<file path="src/rtl/id_operand_fwd_sb_if.sv">
`default_nettype none
// ============================================================================
// Module  : id_operand_fwd_sb_if
// Brief   : Bus bundle for the ID operand-fetch / forwarding / scoreboard stage.
//           The statistics outputs exist only when ID_FWD_STAT_EN is defined.
// Revision: 1.0
// ============================================================================
interface id_operand_fwd_sb_if #(
    parameter int DATA_W = 32,
    parameter int NREG   = 32,
    parameter int NRD    = 2,
    parameter int NSRC   = 3
);
    localparam int AW = $clog2(NREG);

    logic                   id_valid;
    logic [NRD-1:0]         rd_en;
    logic [NRD*AW-1:0]      rd_addr;
    logic [NRD*DATA_W-1:0]  rf_rdata;
    logic [NSRC-1:0]        fwd_we;
    logic [NSRC*AW-1:0]     fwd_waddr;
    logic [NSRC*DATA_W-1:0] fwd_wdata;
    logic [NSRC-1:0]        fwd_dvalid;
    logic                   iss_load;
    logic [AW-1:0]          iss_waddr;
    logic                   ret_valid;
    logic [AW-1:0]          ret_waddr;
    logic                   ex_stall;
    logic                   stallreq;
    logic                   sb_full;
    logic                   out_valid;
    logic [NRD*DATA_W-1:0]  out_op;
`ifdef ID_FWD_STAT_EN
    logic [31:0]            stat_stall_cnt;
    logic [31:0]            stat_fwd_cnt;
`endif

    modport master (
        output id_valid, rd_en, rd_addr, rf_rdata,
        output fwd_we, fwd_waddr, fwd_wdata, fwd_dvalid,
        output iss_load, iss_waddr, ret_valid, ret_waddr, ex_stall,
`ifdef ID_FWD_STAT_EN
        input  stat_stall_cnt, stat_fwd_cnt,
`endif
        input  stallreq, sb_full, out_valid, out_op
    );

    modport slave (
        input  id_valid, rd_en, rd_addr, rf_rdata,
        input  fwd_we, fwd_waddr, fwd_wdata, fwd_dvalid,
        input  iss_load, iss_waddr, ret_valid, ret_waddr, ex_stall,
`ifdef ID_FWD_STAT_EN
        output stat_stall_cnt, stat_fwd_cnt,
`endif
        output stallreq, sb_full, out_valid, out_op
    );
endinterface
`default_nettype wire

</file>
<file path="src/rtl/id_operand_fwd_sb.sv">
`default_nettype none
// ============================================================================
// Module  : id_operand_fwd_sb
// Brief   : ID operand fetch with youngest-first forwarding, outstanding-load
//           scoreboard and ID/EX register. ID_FWD_STAT_EN adds stat counters.
// Revision: 1.0
// ============================================================================
module id_operand_fwd_sb #(
    parameter int DATA_W  = 32,
    parameter int NREG    = 32,
    parameter int NRD     = 2,
    parameter int NSRC    = 3,
    parameter int MAX_OUT = 4
) (
    input  logic               clk,
    input  logic               rst,
    id_operand_fwd_sb_if.slave bus
);
    localparam int AW = $clog2(NREG);
    localparam int CW = $clog2(MAX_OUT + 1);
    localparam logic [CW-1:0] c_max_out = CW'(MAX_OUT);

    logic [CW-1:0]         r_sb_cnt [NREG];
    logic [CW-1:0]         r_total;
    logic                  r_out_valid;
    logic [NRD*DATA_W-1:0] r_out_op;

    logic [NRD-1:0]        w_hazard;
    logic [NRD-1:0]        w_fwd_used;
    logic [NRD*DATA_W-1:0] w_op;
    logic [AW-1:0]         w_addr;
    logic                  w_found;
    logic                  w_found_dv;
    logic [DATA_W-1:0]     w_found_data;
    logic                  w_sb_full;
    logic                  w_stallreq;
    logic                  w_fire;
    logic                  w_inc;
    logic                  w_dec;
    logic                  w_same;

    // Sources are scanned oldest to youngest so the lowest matching index wins.
    always_comb begin : p_resolve
        w_hazard     = '0;
        w_fwd_used   = '0;
        w_op         = '0;
        w_addr       = '0;
        w_found      = 1'b0;
        w_found_dv   = 1'b0;
        w_found_data = '0;
        for (int i = 0; i < NRD; i++) begin
            w_addr       = bus.rd_addr[i*AW +: AW];
            w_found      = 1'b0;
            w_found_dv   = 1'b0;
            w_found_data = '0;
            for (int j = NSRC - 1; j >= 0; j--) begin
                if (bus.fwd_we[j] && (bus.fwd_waddr[j*AW +: AW] == w_addr)) begin
                    w_found      = 1'b1;
                    w_found_dv   = bus.fwd_dvalid[j];
                    w_found_data = bus.fwd_wdata[j*DATA_W +: DATA_W];
                end
            end
            if (bus.rd_en[i] && (w_addr != '0)) begin
                if (w_found) begin
                    if (w_found_dv) begin
                        w_op[i*DATA_W +: DATA_W] = w_found_data;
                        w_fwd_used[i]            = 1'b1;
                    end else begin
                        w_hazard[i] = 1'b1;
                    end
                end else if (r_sb_cnt[w_addr] != '0) begin
                    w_hazard[i] = 1'b1;
                end else begin
                    w_op[i*DATA_W +: DATA_W] = bus.rf_rdata[i*DATA_W +: DATA_W];
                end
            end
        end
    end

    assign w_sb_full  = (r_total == c_max_out);
    assign w_stallreq = bus.id_valid && ((|w_hazard) || (bus.iss_load && w_sb_full));
    assign w_fire     = bus.id_valid && !w_stallreq && !bus.ex_stall;

    // An issue and a retire to the same register cancel, even from a zero count.
    assign w_same = w_fire && bus.iss_load && bus.ret_valid
                    && (bus.iss_waddr == bus.ret_waddr);
    assign w_inc  = w_fire && bus.iss_load && (bus.iss_waddr != '0) && !w_same;
    assign w_dec  = bus.ret_valid && (bus.ret_waddr != '0)
                    && (r_sb_cnt[bus.ret_waddr] != '0) && !w_same;

    always_ff @(posedge clk or posedge rst) begin : p_scoreboard
        if (rst) begin
            for (int r = 0; r < NREG; r++) begin
                r_sb_cnt[r] <= '0;
            end
            r_total <= '0;
        end else begin
            if (w_inc) begin
                r_sb_cnt[bus.iss_waddr] <= r_sb_cnt[bus.iss_waddr] + 1'b1;
            end
            if (w_dec) begin
                r_sb_cnt[bus.ret_waddr] <= r_sb_cnt[bus.ret_waddr] - 1'b1;
            end
            r_total <= r_total + CW'(w_inc) - CW'(w_dec);
        end
    end

    always_ff @(posedge clk or posedge rst) begin : p_id_ex
        if (rst) begin
            r_out_valid <= 1'b0;
            r_out_op    <= '0;
        end else if (!bus.ex_stall) begin
            r_out_valid <= w_fire;
            if (w_fire) begin
                r_out_op <= w_op;
            end
        end
    end

    assign bus.stallreq  = w_stallreq;
    assign bus.sb_full   = w_sb_full;
    assign bus.out_valid = r_out_valid;
    assign bus.out_op    = r_out_op;

`ifdef ID_FWD_STAT_EN
    logic [31:0] r_stat_stall_cnt;
    logic [31:0] r_stat_fwd_cnt;
    logic [31:0] w_fwd_num;

    always_comb begin : p_fwd_num
        w_fwd_num = '0;
        for (int i = 0; i < NRD; i++) begin
            w_fwd_num = w_fwd_num + 32'(w_fwd_used[i]);
        end
    end

    always_ff @(posedge clk or posedge rst) begin : p_stat
        if (rst) begin
            r_stat_stall_cnt <= '0;
            r_stat_fwd_cnt   <= '0;
        end else begin
            if (w_stallreq) begin
                r_stat_stall_cnt <= r_stat_stall_cnt + 32'd1;
            end
            if (w_fire) begin
                r_stat_fwd_cnt <= r_stat_fwd_cnt + w_fwd_num;
            end
        end
    end

    assign bus.stat_stall_cnt = r_stat_stall_cnt;
    assign bus.stat_fwd_cnt   = r_stat_fwd_cnt;
`endif
endmodule
`default_nettype wire
</file>
<file path="src/flat_wrapper.sv">
// flat-port wrapper written by rule: the top's interface ports become plain ports
module id_operand_fwd_sb_flat 
#(
    parameter int DATA_W  = 32,
    parameter int NREG    = 32,
    parameter int NRD     = 2,
    parameter int NSRC    = 3,
    parameter int MAX_OUT = 4
)
  (clk, rst, bus_id_valid, bus_rd_en, bus_rd_addr, bus_rf_rdata, bus_fwd_we, bus_fwd_waddr, bus_fwd_wdata, bus_fwd_dvalid, bus_iss_load, bus_iss_waddr, bus_ret_valid, bus_ret_waddr, bus_ex_stall, bus_stallreq, bus_sb_full, bus_out_valid, bus_out_op);
  id_operand_fwd_sb_if #(.DATA_W(DATA_W), .NREG(NREG), .NRD(NRD), .NSRC(NSRC)) bus_i ();
  input  logic clk;
  input  logic rst;
  input wire logic [$bits(bus_i.id_valid)-1:0] bus_id_valid;
  input wire logic [$bits(bus_i.rd_en)-1:0] bus_rd_en;
  input wire logic [$bits(bus_i.rd_addr)-1:0] bus_rd_addr;
  input wire logic [$bits(bus_i.rf_rdata)-1:0] bus_rf_rdata;
  input wire logic [$bits(bus_i.fwd_we)-1:0] bus_fwd_we;
  input wire logic [$bits(bus_i.fwd_waddr)-1:0] bus_fwd_waddr;
  input wire logic [$bits(bus_i.fwd_wdata)-1:0] bus_fwd_wdata;
  input wire logic [$bits(bus_i.fwd_dvalid)-1:0] bus_fwd_dvalid;
  input wire logic [$bits(bus_i.iss_load)-1:0] bus_iss_load;
  input wire logic [$bits(bus_i.iss_waddr)-1:0] bus_iss_waddr;
  input wire logic [$bits(bus_i.ret_valid)-1:0] bus_ret_valid;
  input wire logic [$bits(bus_i.ret_waddr)-1:0] bus_ret_waddr;
  input wire logic [$bits(bus_i.ex_stall)-1:0] bus_ex_stall;
  output wire logic [$bits(bus_i.stallreq)-1:0] bus_stallreq;
  output wire logic [$bits(bus_i.sb_full)-1:0] bus_sb_full;
  output wire logic [$bits(bus_i.out_valid)-1:0] bus_out_valid;
  output wire logic [$bits(bus_i.out_op)-1:0] bus_out_op;
  assign bus_i.id_valid = bus_id_valid;
  assign bus_i.rd_en = bus_rd_en;
  assign bus_i.rd_addr = bus_rd_addr;
  assign bus_i.rf_rdata = bus_rf_rdata;
  assign bus_i.fwd_we = bus_fwd_we;
  assign bus_i.fwd_waddr = bus_fwd_waddr;
  assign bus_i.fwd_wdata = bus_fwd_wdata;
  assign bus_i.fwd_dvalid = bus_fwd_dvalid;
  assign bus_i.iss_load = bus_iss_load;
  assign bus_i.iss_waddr = bus_iss_waddr;
  assign bus_i.ret_valid = bus_ret_valid;
  assign bus_i.ret_waddr = bus_ret_waddr;
  assign bus_i.ex_stall = bus_ex_stall;
  assign bus_stallreq = bus_i.stallreq;
  assign bus_sb_full = bus_i.sb_full;
  assign bus_out_valid = bus_i.out_valid;
  assign bus_out_op = bus_i.out_op;
  id_operand_fwd_sb #(.DATA_W(DATA_W), .NREG(NREG), .NRD(NRD), .NSRC(NSRC), .MAX_OUT(MAX_OUT)) u_core (.clk(clk), .rst(rst), .bus(bus_i));
endmodule
</file>
<file path="config.mk">
export PLATFORM = sky130hd
export DESIGN_NAME = id_operand_fwd_sb_flat
export DESIGN_NICKNAME = d
export VERILOG_FILES = /design/src/rtl/id_operand_fwd_sb_if.sv /design/src/rtl/id_operand_fwd_sb.sv /design/src/flat_wrapper.sv
export SDC_FILE = /design/constraint.sdc
export NUM_CORES = 1
export LEC_CHECK = 0
export CAP_MARGIN = 40
export CELL_PAD_IN_SITES_DETAIL_PLACEMENT = 1
export CELL_PAD_IN_SITES_GLOBAL_PLACEMENT = 2
export CORE_AREA = 2 2 203 205
export CTS_CLUSTER_SIZE = 8
export DETAILED_ROUTE_END_ITERATION = 12
export DIE_AREA = 0 0 205 207
export PLACE_DENSITY_LB_ADDON = 0.1
export SLEW_MARGIN = 25
export SYNTH_ARGS = -nofsm -noshare
export SYNTH_HDL_FRONTEND = slang
export SYNTH_SLANG_ARGS = --single-unit
</file>
<file path="constraint.sdc">
create_clock -name clk -period 6.52 [get_ports clk]
set_input_delay 1.304 -clock clk [delete_from_list [all_inputs] [get_ports clk]]
set_output_delay 1.304 -clock clk [all_outputs]
set_load 0.02 [all_outputs]
</file>
==> impl.org <==
** Run status
- The flow ran to the end, and the final reports show no timing, DRC or antenna violations.

** Power and ir drop
- In this run the power density over the cells is 328 nW/um2.
- Leakage power :: 6.48 nW
- Power comes to 0.00546 W.
- Worst supply voltage drop on vdd :: 0.238 mV

** Clock network
- Clock tree from TritonCTS :: built
- Total number of H-tree levels :: 4
- Max clock buf depth :: 2
- CTS placed an instance of sky130_fd_sc_hd__clkbuf_16 at the clock tree root.
- Post-CTS repair changed the size of 0 cells.
- The number of clock buffers added by TritonCTS is 17.
- The number of setup buffers added after CTS is 0.
- At the later pin of the worst-skew pair, clock insertion delay measures 0.47 ns.
- The number of hold buffers added after CTS was 0.
- Clock tree synthesis found a total of 164 sinks.
- After clock tree synthesis, the clock-pin slew on the worst setup and hold paths is 0.07 ns.

** Global route
- The first global-routing pass estimated 87.8 mm of wire.
- The total overflow left after global routing is 0.
- Number of global-route vias before repair :: 12900
- Largest net degree at the start of global routing :: 165
- Overall global routing resource usage :: 0.277
- The number of antenna violations at the first check in global routing is 8.

** Timing
- Worst Skew :: 0.0195 ns
- Counting I/O delays and the setup requirement, the final critical path takes 6.06 ns.
- Based on the critical path, the design can be clocked at up to 165 MHz.
- Measured against its own limit, the worst slew margin works out to 0.393.
- RSZ-0062 raised after global routing :: no
- Number of endpoints with negative hold slack in the final report :: 0
- After routing, the total negative slack on setup checks comes to 0 ns.
- At the pin with the least slew margin, the transition time is 0.904 ns.
- Of the available clock period, the critical path in the final layout requires 0.930.
- Final-report max-slew violation count :: 0
- Setup violations remaining at the end of the flow were counted as 0.
- Post-route setup slack :: 0.457 ns

** Routing
- The first detailed-routing pass took 5 iterations.
- Using the TritonRoute via totals, the vias-per-cell ratio works out to 6.01.
- In this run the remaining antenna-violating nets after routing total 0.
- The detailed router finished its first iteration with 1038 violations.
- Detailed-route wire length per cell :: 28.2 um
- After detailed routing, the number of remaining DRC violations is 0.
- The routed design has 58.6 mm of wire.
- The routed layout has 12500 vias.

** Placed design
- The congestion estimate from routability-driven global placement came to 0.895.
- At the placement stage, the worst setup path has a slack of 0.453 ns.
- The HPWL after detailed placement is 41.4 mm.
- Buffers placed on the I/O ports in this run total 275.
- In this run the cell area measured after placement is 15900 um2.

** Die
- Number of ports placed on the die boundary :: 276
- Starting Density :: 0.316
- Total die area :: 42400 um2
- Number of placement rows :: 74
- The floorplan step set the die height to 207 um.
- CORE AREA :: 40400 um2
- Measured along the x axis, the die boundary spans 205 um.

** Worst hold path
- Class of the worst hold path :: reg -> reg

** Critical path
- STA classifies the critical path endpoint as an output pin.
- Number of cells traversed by the worst register-to-register path :: 16
- Arr. time, crit path :: 4.76 ns
- Critical path class :: in -> out
- CP startpoint kind :: primary input
- For the worst setup path, the data required time is 5.22 ns.
- The worst register-to-register path has a setup slack of 2.43 ns.
- In this run the worst setup path terminates at bus_stallreq.
- The endpoint identified for the worst register-to-register timing path is u_core.r_total[2].
- Of all nets on the critical path, the largest fanout is 16.
- Startpoint of the worst-slack reg-to-reg timing path :: u_core.r_sb_cnt[28]
- Critical path startpoint :: bus_rd_addr[7]

** Synth
- Total number of yosys warnings :: 0
- For this run, the register share of the synthesized area comes to 0.322.
- Top_reg_cell synth :: sky130_fd_sc_hd__dfrtp_1
- Number of unique standard cell types used by synthesis :: 61
- After synthesis, the most frequently instantiated cells are 187 x sky130_fd_sc_hd__mux2i_1, 164 x sky130_fd_sc_hd__dfrtp_1, 120 x sky130_fd_sc_hd__clkbuf_1, 112 x sky130_fd_sc_hd__nand2_1, 79 x sky130_fd_sc_hd__a22oi_1.
- By area the synthesized netlist is led by sky130_fd_sc_hd__dfrtp_1 32%, sky130_fd_sc_hd__mux2i_1 15%, sky130_fd_sc_hd__mux4_2 9.0%.
- Netlist area before placement :: 12700 um2
- After synthesis the netlist holds a flip-flop and latch count of 164.
- Number of cells produced by synthesis :: 1348
- The synthesized design spends more area on one cell type than any other, namely sky130_fd_sc_hd__dfrtp_1.
- Of all flip-flops after synthesis, the portion carrying an async set or reset was 1.00.
- Library cell with the highest instance count after synthesis :: sky130_fd_sc_hd__mux2i_1
- Synthesis produced a netlist with a net count of 1563.
- Of the post-synthesis cell area, the dominant cell type holds 0.322.
- Synth Area per Inst :: 9.45 um2
- Number of enable-type register cells in the synthesized netlist :: 0

** Cells and area
- Fill cells in the final layout number 4488.
- Synth-to-Final Area Change :: 30.8%
- In the final design database the tool counted 1746 nets.
- In the final layout, the share of cells above drive strength 1 is 0.109.
- At the end of the flow the core is filled with cells to 0.413.
- Post-layout instance area :: 16700 um2

** Job
- Max Cap Violations :: 0
-- kinds of logic after synthesis --
logic type,Yosys count,synth area share
AOI/OAI and AO/OA,301,0.175
adders and majority gates,6,0.00648
xor gates and xnor gates,38,0.0261
muxes,239,0.238
buffers and inverters,180,0.0572
and+or+nand+nor,420,0.175
DFF,164,0.322
-- cell type report --
cell class                      instances  area (um2)  share of cell area
Antenna cell                            8        20.0             0.00120
Clock buffer                           17         425              0.0255
Clock inverter                         10         186              0.0112
Inverter                               16        65.1             0.00391
Multi-Input combinational cell       1004        7970               0.479
Sequential cell                       164        4100               0.246
Tap cell                              532         666              0.0400
Timing Repair Buffer                  328        3220               0.193
-- state kept, by name (all words and copies together), names as in the netlist --
register	flops
u_core.r_sb_cnt	96
u_core.bus.out_op	64
u_core.r_total	3
u_core.bus.out_valid	1
-- metal layers --
layer / up-vias / GRT usage / wire [um]
li1: 5528 / - / -
met1: 6424 / 0.378 / 25700
met2: 475 / 0.441 / 28000
met3: 64 / 0.0530 / 3810
met4: 0 / 0.0841 / 1150
met5: - / 0 / 0
-- worst min path at each step --
stage                                    from  depth (start not counted)             endpoint  slack, ns
after floorplan           u_core.r_sb_cnt[93]                          1  u_core.r_sb_cnt[93]       0.46
after global placement    u_core.r_sb_cnt[95]                          0  u_core.r_sb_cnt[95]       0.41
after detailed placement  u_core.r_sb_cnt[95]                          0  u_core.r_sb_cnt[95]       0.42
after CTS                 u_core.r_sb_cnt[95]                          0  u_core.r_sb_cnt[95]       0.43
after global routing      u_core.r_sb_cnt[95]                          0  u_core.r_sb_cnt[95]       0.45
final                     u_core.r_sb_cnt[95]                          0  u_core.r_sb_cnt[95]       0.42
-- where the power goes --
group          switching (W)  total (W)  internal [W]
combinational        0.00140    0.00247       0.00107
sequential          0.000490    0.00186       0.00137
clock               0.000459    0.00113      0.000668
-- metrics by stage --
step	std cells	hold slack (ns)
after floorplan	1348	0.463
after global placement	2031	0.407
after detailed placement	2035	0.416
after CTS	2062	0.433
after global routing	2079	0.452
final	2079	0.425
-- worst max-delay path, cell delays in order --
cell and delay (ns):
sky130_fd_sc_hd__clkdlybuf4s50_1 0.93, sky130_fd_sc_hd__xor2_1 0.14, sky130_fd_sc_hd__nor4_1 0.28, sky130_fd_sc_hd__and3_1 0.54, sky130_fd_sc_hd__a21oi_1 0.17, sky130_fd_sc_hd__a22oi_2 0.27
sky130_fd_sc_hd__a211oi_4 0.08, sky130_fd_sc_hd__nor2_1 0.40, sky130_fd_sc_hd__nor2b_1 0.09, sky130_fd_sc_hd__clkdlybuf4s50_1 0.55
-- cell usage in the layout, fill, tap and decap left out, types with 17 or more instances in the layout --
cell	instances
sky130_fd_sc_hd__a211oi_1	43
sky130_fd_sc_hd__a21o_1	32
sky130_fd_sc_hd__a221oi_1	32
sky130_fd_sc_hd__a22oi_1	78
sky130_fd_sc_hd__buf_4	38
sky130_fd_sc_hd__clkbuf_16	17
sky130_fd_sc_hd__clkdlybuf4s50_1	272
sky130_fd_sc_hd__dfrtp_1	164
sky130_fd_sc_hd__mux2i_1	187
sky130_fd_sc_hd__mux4_2	51
sky130_fd_sc_hd__nand2_1	112
sky130_fd_sc_hd__nand4_1	36
sky130_fd_sc_hd__nor2_1	49
sky130_fd_sc_hd__nor3_1	69
sky130_fd_sc_hd__nor4_1	24
sky130_fd_sc_hd__o21ai_0	37
sky130_fd_sc_hd__o31ai_1	34
sky130_fd_sc_hd__or3_1	46
sky130_fd_sc_hd__xor2_1	22
(Power assumes the default switching activity.)
